### config.mk
export PLATFORM = sky130hd
export DESIGN_NAME = alu_arbiter
export DESIGN_NICKNAME = d
export VERILOG_FILES = /design/src/rtl/alu_arbiter.sv
export SDC_FILE = /design/constraint.sdc
export NUM_CORES = 1
export LEC_CHECK = 0
export ABC_AREA = 1
export BUFFER_PORTS_ARGS = -buffer_cell sky130_fd_sc_hd__buf_4
export CAP_MARGIN = 20
export CORE_AREA = 3 3 205 207
export DETAILED_ROUTE_END_ITERATION = 8
export DIE_AREA = 0 0 208 210
export SLEW_MARGIN = 20
export SYNTH_ARGS = -nofsm -noshare
export SYNTH_HDL_FRONTEND = slang
export SYNTH_SLANG_ARGS = --single-unit
### constraint.sdc
create_clock -name i_clk -period 4.8 [get_ports i_clk]
set_input_delay 1.44 -clock i_clk [delete_from_list [all_inputs] [get_ports i_clk]]
set_output_delay 1.44 -clock i_clk [all_outputs]
set_load 0.005 [all_outputs]
### src/rtl/alu_arbiter.sv
// Round-robin arbiter sharing one combinational ALU between two valid/ready
// requesters, with a one-entry registered response returned to the issuer.
module alu_arbiter #(
  parameter int N = 64
) (
  input  logic         i_clk,
  input  logic         i_reset,
  input  logic [1:0]   i_req_valid,
  output logic [1:0]   o_req_ready,
  input  logic [N-1:0] i_req0_a,
  input  logic [N-1:0] i_req0_b,
  input  logic [1:0]   i_req0_ctrl,
  input  logic [N-1:0] i_req1_a,
  input  logic [N-1:0] i_req1_b,
  input  logic [1:0]   i_req1_ctrl,
  output logic [N-1:0] o_alu_a,
  output logic [N-1:0] o_alu_b,
  output logic [1:0]   o_alu_ctrl,
  input  logic [N-1:0] i_alu_result,
  input  logic         i_alu_carry,
  output logic [1:0]   o_rsp_valid,
  input  logic [1:0]   i_rsp_ready,
  output logic [N-1:0] o_rsp_result,
  output logic         o_rsp_carry
);

  typedef enum logic {EMPTY = 1'b0, FULL = 1'b1} state_e;

  state_e      state_q;
  logic        rsp_owner_q;
  logic        rr_ptr_q;
  logic [1:0]  rsp_valid_q;
  logic [N-1:0] rsp_result_q;
  logic        rsp_carry_q;

  logic        consume;
  logic        can_issue;
  logic [1:0]  grant;

  // Only the owning port's ready frees the slot; the other bit is ignored.
  assign consume   = (state_q == FULL) && i_rsp_ready[rsp_owner_q];
  assign can_issue = !i_reset && ((state_q == EMPTY) || consume);

  always_comb begin
    // NOTE: assign a default before any branch so no path leaves grant unassigned (no latch).
    grant = 2'b00;
    if (can_issue) begin
      case (i_req_valid)
        2'b01:   grant = 2'b01;
        2'b10:   grant = 2'b10;
        2'b11:   grant = rr_ptr_q ? 2'b10 : 2'b01;
        default: grant = 2'b00;
      endcase
    end
  end

  assign o_req_ready = grant;

  // Operands go straight to the ALU; its result is captured at the grant edge.
  always_comb begin
    o_alu_a    = '0;
    o_alu_b    = '0;
    o_alu_ctrl = 2'b00;
    if (grant[0]) begin
      o_alu_a    = i_req0_a;
      o_alu_b    = i_req0_b;
      o_alu_ctrl = i_req0_ctrl;
    end else if (grant[1]) begin
      o_alu_a    = i_req1_a;
      o_alu_b    = i_req1_b;
      o_alu_ctrl = i_req1_ctrl;
    end
  end

  always_ff @(posedge i_clk) begin
    // NOTE: sequential state uses non-blocking assignments so every register samples pre-edge values.
    if (i_reset) begin
      state_q      <= EMPTY;
      rsp_owner_q  <= 1'b0;
      rr_ptr_q     <= 1'b0;
      rsp_valid_q  <= 2'b00;
      rsp_result_q <= '0;
      rsp_carry_q  <= 1'b0;
    end else if (grant != 2'b00) begin
      state_q      <= FULL;
      rsp_owner_q  <= grant[1];
      rr_ptr_q     <= ~grant[1];
      rsp_valid_q  <= grant;
      rsp_result_q <= i_alu_result;
      rsp_carry_q  <= i_alu_carry;
    end else if (consume) begin
      state_q     <= EMPTY;
      rsp_valid_q <= 2'b00;
    end
  end

  assign o_rsp_valid  = rsp_valid_q;
  assign o_rsp_result = rsp_result_q;
  assign o_rsp_carry  = rsp_carry_q;

endmodule

# After elaboration in Yosys (flattened, before gate mapping)

Index checks and enable logic that the tools add are counted.

Bits in registers: 70
Bits in latches: 0
Bits in writable memories: 0
ROM bits: 0
Input bits: 331
Output and inout bits: 199
Memories kept: 0

$add $sub $neg: 0
Multiply operators: 0
Div/mod/pow operators: 0
$lt $le $gt $ge: 1
Eq/ne operators: 3
Shifts and indexed selects: 0
Multiplexer cells: 15
Bitwise gates (word level): 2
Reduce and logical (&&, ||, !) cells: 6

Operators by type and width:

| cell               | number |
|---|---|
| $mux 64            | 4 |
| $mux 2             | 6 |
| $pmux 2 s3         | 1 |
| $eq 2x2->1 const B | 2 |
| $mux 1             | 4 |
| $reduce_bool 2->1  | 2 |
| $eq 2x1->1 const B | 1 |
| $logic_and 1x1->1  | 2 |
| $lt 1x2->1 const B | 1 |
| $not 1->1          | 2 |
| $logic_not 1->1    | 1 |
| $logic_or 1x1->1   | 1 |

# Longest topological paths before layout

Gate-level depths: netlist (run 1).

Word-level depth: 8
Gate-level depth with buffers: 9
Gate-level depth less buffers: 7

# Least setup slack after synthesis (run 1)

OpenSTA, ideal clock, no wires.

Kind: in2out
From: input i_req_valid[0]
To: output o_alu_a[0]
Arrival: 2.245 ns
Data required time: 3.360 ns
Setup slack: 1.115 ns
Cell stages on the path: 7
Buffers on the path: 2
Cell sequence: a21boi_1 > nand3_2 > inv_2 > buf_2 > buf_2 > nand2_1 > nand2_1

Longest elaborated chain between the ends: 5
Elaborated cells between the ends (all ways): 7

RTL lines:

| element                                  | RTL line | text |
|---|---|---|
| start: declaration                       | 8        | `input logic [1:0] i_req_valid,` |
| $eq 2x2->1 or $eq 2x1->1 (tied branches) | 48       | `case (i_req_valid)` |
| $pmux 2 s3 *                             | 48       |  |
| $mux 2 *                                 | 47       | `if (can_issue) begin` |
| $mux 64                                  | 68       | `end else if (grant[1]) begin` |
| $mux 64 *                                | 64       | `if (grant[0]) begin` |
| end: declaration                         | 16       | `output logic [N-1:0] o_alu_a,` |

Mark *: on every way between the ends. The rest lies on a longest branch, timed or not.

# Worst setup path in the final report (run 1)

From: input i_req_valid[1]
To: output o_alu_b[27]

Longest elaborated chain between the ends: 5
Elaborated cells between the ends (all ways): 7

RTL lines:

| element                                  | RTL line | text |
|---|---|---|
| $eq 2x2->1 or $eq 2x1->1 (tied branches) | 48       |  |
| $pmux 2 s3 *                             | 48       |  |
| $mux 2 *                                 | 47       |  |
| $mux 64                                  | 68       |  |
| $mux 64 *                                | 64       |  |
| end: declaration                         | 17       | `output logic [N-1:0] o_alu_b,` |

Marks and branches as above.

==> flow_summary_export.csv, run 1 <==
group,metric,value,unit
outcome,outcome,"complete, no violations",
floorplanning,die-width,208,um
setup_path,crit_chain,"buf_4 > a21boi_1 > buf_4 > nand3_4 > inv_4 > buf_12 > nand2_1 > nand2_1 > buf_4",
timing,skew,6.82,ps
synthesis,avgSynthCellArea,5.64,um2
floorplanning,die_y,210,um
floorplanning,coreArea,40600,um2
synthesis,synth_seq_cells,70,
global_routing,track_usage,0.128,
route,wirelength,30.4,mm
route,vias_per_cell,3.82,
timing,drv_slew,0,
power_and_ir_drop,leakagePower,5.47,nW
synthesis,synth_area_leaders,"nand2_1, dfxtp_1, a21oi_2",
clock_network,cts_setup_buffers,0,
synthesis,synth_top_cell_by_area,"nand2_1",
power_and_ir_drop,power_density,238,nW/um2
power_and_ir_drop,ir_worst_vdd,0.000252,V
timing,period_share,0.934,
timing,fin_setup_tns,0,ps
timing,grt_setup_unrepaired,"false",
clock_network,root_buffer,"clkbuf_16",
route,vias,7279,
synthesis,synth_cell_type_count,20,
route,ant_nets,0,
global_routing,grt_overflow,0,
timing,setup_violations,0,
synthesis,synth_edf_count,0,
layout,nets,1701,
clock_network,worstSkewPairLatency,340,ps
route,drt_iter0_drc,421,
global_routing,antenna_found_initial,0,
floorplanning,ios,530,
global_routing,grt_max_degree,95,
synthesis,synth.cell_area,4950,um2
min_path,holdPathStages,2,
clock_network,post_cts_resized,0,
min_path,hold_start,"rsp_owner_q",
global_routing,grt_pass1_vias,6872,
global_routing,grt_pass1_wl,43.1,mm
clock_network,cts_tree,"done",
synthesis,synth_flop_cell,"dfxtp_1",
placement,io_buffers,529,
layout,drive_gt1_frac,0.447,
setup_path,cp.arrival,3040,ps
synthesis,synth_seq_area_share,0.283,
synthesis,yosys.cell_count.top_type,"nand2_1",
synthesis,syn_inst,877,
clock_network,clkTransAtPathRegs,60,ps
layout,area_growth,96.6,%
layout,multiInputGateArea,2900,um2
min_path,min_path_type,"flop to flop",
setup_path,worstSetupPathType,"input port to primary output",
setup_path,regToRegSetupSlack,2070,ps
layout,fin_util,0.240,
synthesis,synth_commonest_cells,"nand2_1, dfxtp_1, inv_1",
setup_path,cp_common_cell,"buf_4",
setup_path,r2r-end,"o_rsp_result[60]",
layout,layout.area.seq,1400,um2
setup_path,regToRegStartpoint,"rr_ptr_q",
placement,routabilityCongestion,0.858,
timing,slew_headroom,0.267,
synthesis,yosys_warnings,0,
setup_path,cp-end-kind,"primary output",
placement,hpwl,24.8,mm
floorplanning,design.die.area,43700,um2
clock_network,clock-sinks,70,
layout,n_antenna_cell,0,
timing,fmax,223,MHz
setup_path,cp_slowest_cell,"a21boi_1",
layout,fillers,4486,
job,drv_cap,0,
floorplanning,start_util,0.122,
synthesis,synth_fp_nets,1208,
timing,min_period,4480,ps
timing,finalHoldViolations,0,
setup_path,cpPeakStageDelay,280,ps
floorplanning,row_count,74,
route,drtPass1Iterations,5,
setup_path,cp-start-kind,"input port",
clock_network,cts_hold_buf,0,
setup_path,worstPathMaxFanout,42,
synthesis,async_flop_share,0,
route,wire_per_inst,15.9,um
min_path,hold_end,"rsp_owner_q",
clock_network,clk_path_buf_depth,2,
clock_network,cts_htree_levels,3,
synthesis,synth_top_area_share,0.350,
route,drcViolationCount,0,
setup_path,critical_path_required,3360,ps
timing,worstMarginPinSlew,1100,ps
clock_network,cts_buffers,9,
setup_path,rr_worst_depth,8,
==> layer usage <==
layer,routed length [um],share of wire,GRT usage
met1,12100,0.40,0.156
met2,14500,0.48,0.213
met3,3300,0.11,0.0566
met4,382,0.013,0.0237
met5,0,0,0
==> how the worst max path moves through the flow <==
| stage | startpoint | to | cells past startpoint |
|---|---|---|---|
| floorplan | i_req_valid[0] | o_alu_a[0] | 7 |
| global placement | i_req_valid[1] | o_alu_b[27] | 9 |
| detailed placement | i_req_valid[1] | o_alu_b[27] | 9 |
| CTS | i_req_valid[1] | o_alu_b[27] | 9 |
| global route | i_req_valid[1] | o_alu_b[27] | 9 |
| finish | i_req_valid[1] | o_alu_b[27] | 9 |
==> worst max-delay path: cells and delay by family <==
family / cells / cell delay [ps]
AOI/OAI and AO/OA: 1 / 280
buffers and inverters: 5 / 950
and+or+nand+nor: 3 / 320
==> kinds of logic after synthesis <==
kind of cell | share of synthesized area
compound gates | 0.104
buf+inv | 0.134
flops | 0.283
simple gates | 0.479
==> registers in the layout (all words and copies together), names as in the netlist <==
signal,cells
o_rsp_carry,1
rsp_owner_q,1
rr_ptr_q,1
state_q,1
o_rsp_valid,2
o_rsp_result,64
==> final cells by class <==
class                           count  area share
Timing Repair Buffer              547       0.427
Multi-Input combinational cell    670       0.298
Sequential cell                    70       0.144
Tap cell                          532      0.0684
Inverter                           72      0.0283
Clock buffer                       11      0.0260
Clock inverter                      5     0.00836
==> report_power, final <==
group / switching (mW) / total (mW) / internal, mW
Sequential: 0.0340 / 0.680 / 0.646
Combinational: 0.413 / 0.882 / 0.470
Clock: 0.274 / 0.758 / 0.484
==> placed cells by master (no fill, tap or decap), drive strengths merged <==
cell,n
a31oi,1
a21boi,2
clkinv,2
dfxtp,70
clkbuf,11
a21oi,65
nor2,67
bufinv,2
nand2,463
nand3,70
clkinvlp,1
nand4,2
inv,72
buf,547
==> through the flow <==
stage | worst slack [ps] | instances | cell area [um2] | hold slack [ps] | power, mW
2_1_floorplan | 1110 | 877 | 4950 | 456 | 1.03
3_3_place_gp | 224 | 1891 | 9400 | 469 | 1.57
3_5_place_dp | 255 | 1891 | 9400 | 487 | 1.59
4_1_cts | 253 | 1907 | 9730 | 494 | 2.36
5_1_grt | 209 | 1907 | 9730 | 522 | 2.47
6_report | 317 | 1907 | 9730 | 492 | 2.32
Note: power is estimated with default switching activity, not from simulation.
==> run 2: changes to the inputs <==
--- a/config.mk
+++ b/config.mk
@@ -11,6 +11,7 @@
 export CORE_AREA = 3 3 205 207
 export DETAILED_ROUTE_END_ITERATION = 8
 export DIE_AREA = 0 0 208 210
+export PLACE_DENSITY_LB_ADDON = 0.12
 export SLEW_MARGIN = 20
 export SYNTH_ARGS = -nofsm -noshare
 export SYNTH_HDL_FRONTEND = slang
==> run 2 against run 1 <==
Sequential cell count unchanged. Count of clock-buffer cells in the layout shrank 1. Clock skew about the same. Highest routed layer unchanged. Sequential share of layout area is 0.056 points higher. First-iteration DRC count is 15% lower. Hold slack lost 11 ps. Largest cell class unchanged. Via count is 2.7% lower. Wire length increased by 19%. Global-route usage grew 2.8 points. Critical path depth is 1 higher. Register-to-register slack lost 30 ps. Sequential power hardly changed.
==> flow_summary_export.csv, run 2 (synthesized netlist as in run 1, its figures left out) <==
group,metric,value,unit
timing,whs,481,ps
clock_network,worstSkewPairLatency,350,ps
layout,layout_commonest_cell,"buf_4",
global_routing,grt_pass1_wl,50.2,mm
power_and_ir_drop,power.internal,1.58,mW
route,vias_per_cell,3.72,
min_path,min_path_type,"flop to flop",
global_routing,use_met2,0.254,
placement,routabilityCongestion,0.805,
timing,skew,6.98,ps
setup_path,cp-end-kind,"primary output",
placement,dp.cells,1885,
layout,largest_reg_flops,64,
setup_path,cp.arrival,2750,ps
setup_path,rr_worst_depth,9,
setup_path,cp_slowest_cell,"buf_4",
setup_path,critical_path_required,3360,ps
power_and_ir_drop,netSwitchingPower,0.737,mW
global_routing,met3_usage,0.0521,
global_routing,grt_max_degree,79,
timing,worstMarginPinSlew,1000,ps
timing,min_period,4190,ps
power_and_ir_drop,p_comb_frac,0.385,
clock_network,clkTransAtPathRegs,50,ps
route,drcViolationCount,0,
timing,setup_violations,0,
global_routing,gr-max-usage-layer,"met2",
clock_network,cts_buffers,9,
power_and_ir_drop,p_clk_frac,0.323,
timing,drv_slew,0,
global_routing,grt_pass1_vias,6921,
timing,period_share,0.873,
layout,area_growth,95.9,%
route,wirelength,36.3,mm
floorplanning,row_count,74,
clock_network,cts_htree_levels,3,
setup_path,crit_chain,"buf_4 > nand2_1 > nand3_2 > nand3_4 > inv_4 > buf_12 > buf_4 > nand2_1 > nand2_1 > buf_4",
setup_path,regToRegStartpoint,"rsp_owner_q",
route,drt_iter0_drc,359,
route,wire_per_inst,19.1,um
floorplanning,die_y,210,um
setup_path,r2r-end,"o_rsp_result[43]",
floorplanning,die-width,208,um
power_and_ir_drop,leakagePower,5.44,nW
layout,finalNonFillerCells,1903,
timing,fmax,239,MHz
placement,hpwl,29.5,mm
placement,io_buffers,529,
setup_path,critPathLaunch,"i_rsp_ready[1]",
clock_network,cts_hold_buf,0,
global_routing,grt_use_met1,0.204,
timing,slew_headroom,0.331,
job,drv_cap,0,
floorplanning,start_util,0.122,
global_routing,grt_overflow,0,
clock_network,cts_setup_buffers,0,
setup_path,cp-start-kind,"input port",
setup_path,worstSetupPathType,"input port to primary output",
setup_path,crit_buf_inv,5,
power_and_ir_drop,power_density,239,nW/um2
outcome,outcome,"complete, no violations",
power_and_ir_drop,p_seq_frac,0.293,
floorplanning,coreArea,40600,um2
setup_path,crit_path_end,"o_alu_a[58]",
floorplanning,design.die.area,43700,um2
clock_network,post_cts_resized,0,
timing,fin_setup_tns,0,ps
clock_network,root_buffer,"clkbuf_16",
route,drtPass1Iterations,4,
setup_path,cp.depth,10,
power_and_ir_drop,ir_worst_vdd,0.000157,V
setup_path,regToRegSetupSlack,2040,ps
layout,drive_gt1_frac,0.445,
timing,finalHoldViolations,0,
power_and_ir_drop,p_sw_frac,0.318,
floorplanning,ios,530,
timing,grt_setup_unrepaired,"false",
setup_path,critical_path.top_delay_family,"buffers and inverters",
clock_network,clock-sinks,70,
layout,nets,1695,
setup_path,worstPathMaxFanout,59,
route,ant_nets,0,
route,vias,7085,
clock_network,clk_path_buf_depth,2,
global_routing,antenna_found_initial,2,
global_routing,track_usage,0.157,
layout,final_cell_mix,"buf_4, nand2_1, dfxtp_1, inv_1",
clock_network,cts_tree,"done",
setup_path,cpPeakStageDelay,250,ps
-- run 2: worst min-delay path by stage --
stage | from | endpoint | slack (ps) | depth (start not counted)
floorplan | rr_ptr_q | rr_ptr_q | 460 | 2
global placement | rsp_owner_q | rsp_owner_q | 470 | 2
detailed placement | rsp_owner_q | rsp_owner_q | 480 | 2
CTS | rsp_owner_q | rsp_owner_q | 490 | 2
global route | rsp_owner_q | rsp_owner_q | 500 | 2
finish | rsp_owner_q | rsp_owner_q | 480 | 2
-- run 2: through the flow --
stage	worst slack [ps]	area, um2	power [mW]	utilization
floorplan	1110	4950	1.03	-
global placement	627	9370	1.60	0.231
detailed placement	637	9370	1.59	0.231
CTS	634	9690	2.37	0.239
global route	536	9700	2.48	0.239
finish	611	9700	2.32	0.239
-- run 2: worst reg2reg max path, cell delays in order, from the launching register on --
cell     delay [ps]
dfxtp_1         340
inv_1            60
nand2_2          60
nand3_2         150
nand3_4         120
buf_4           660
buf_4           870
nand3_1         260
nand2_1         100
nor2_1           40
-- run 2: area by class of cell --
cell class	instances	area (um2)
clock inverter	6	85.1
timing repair buffer	541	4120
multi-input combinational	670	2900
sequential	70	1400
antenna	2	5.00
fill	4699	30900
tap	532	666
inverter	72	275
clock buffer	10	239
-- run 2: metal layers --
| metal | share of wire | vias up |
|---|---|---|
| li1 | - | 3624 |
| met1 | 0.44 | 3127 |
| met2 | 0.47 | 308 |
| met3 | 0.081 | 26 |
| met4 | 0.013 | 0 |
| met5 | 0 | - |
-- run 2: power groups by stage --
stage	logic, mW	registers [mW]	clock network, mW
floorplan	0.334	0.694	0
global placement	0.906	0.689	0
detailed placement	0.904	0.691	0
CTS	0.908	0.679	0.787
global route	0.987	0.686	0.809
finish	0.891	0.678	0.749
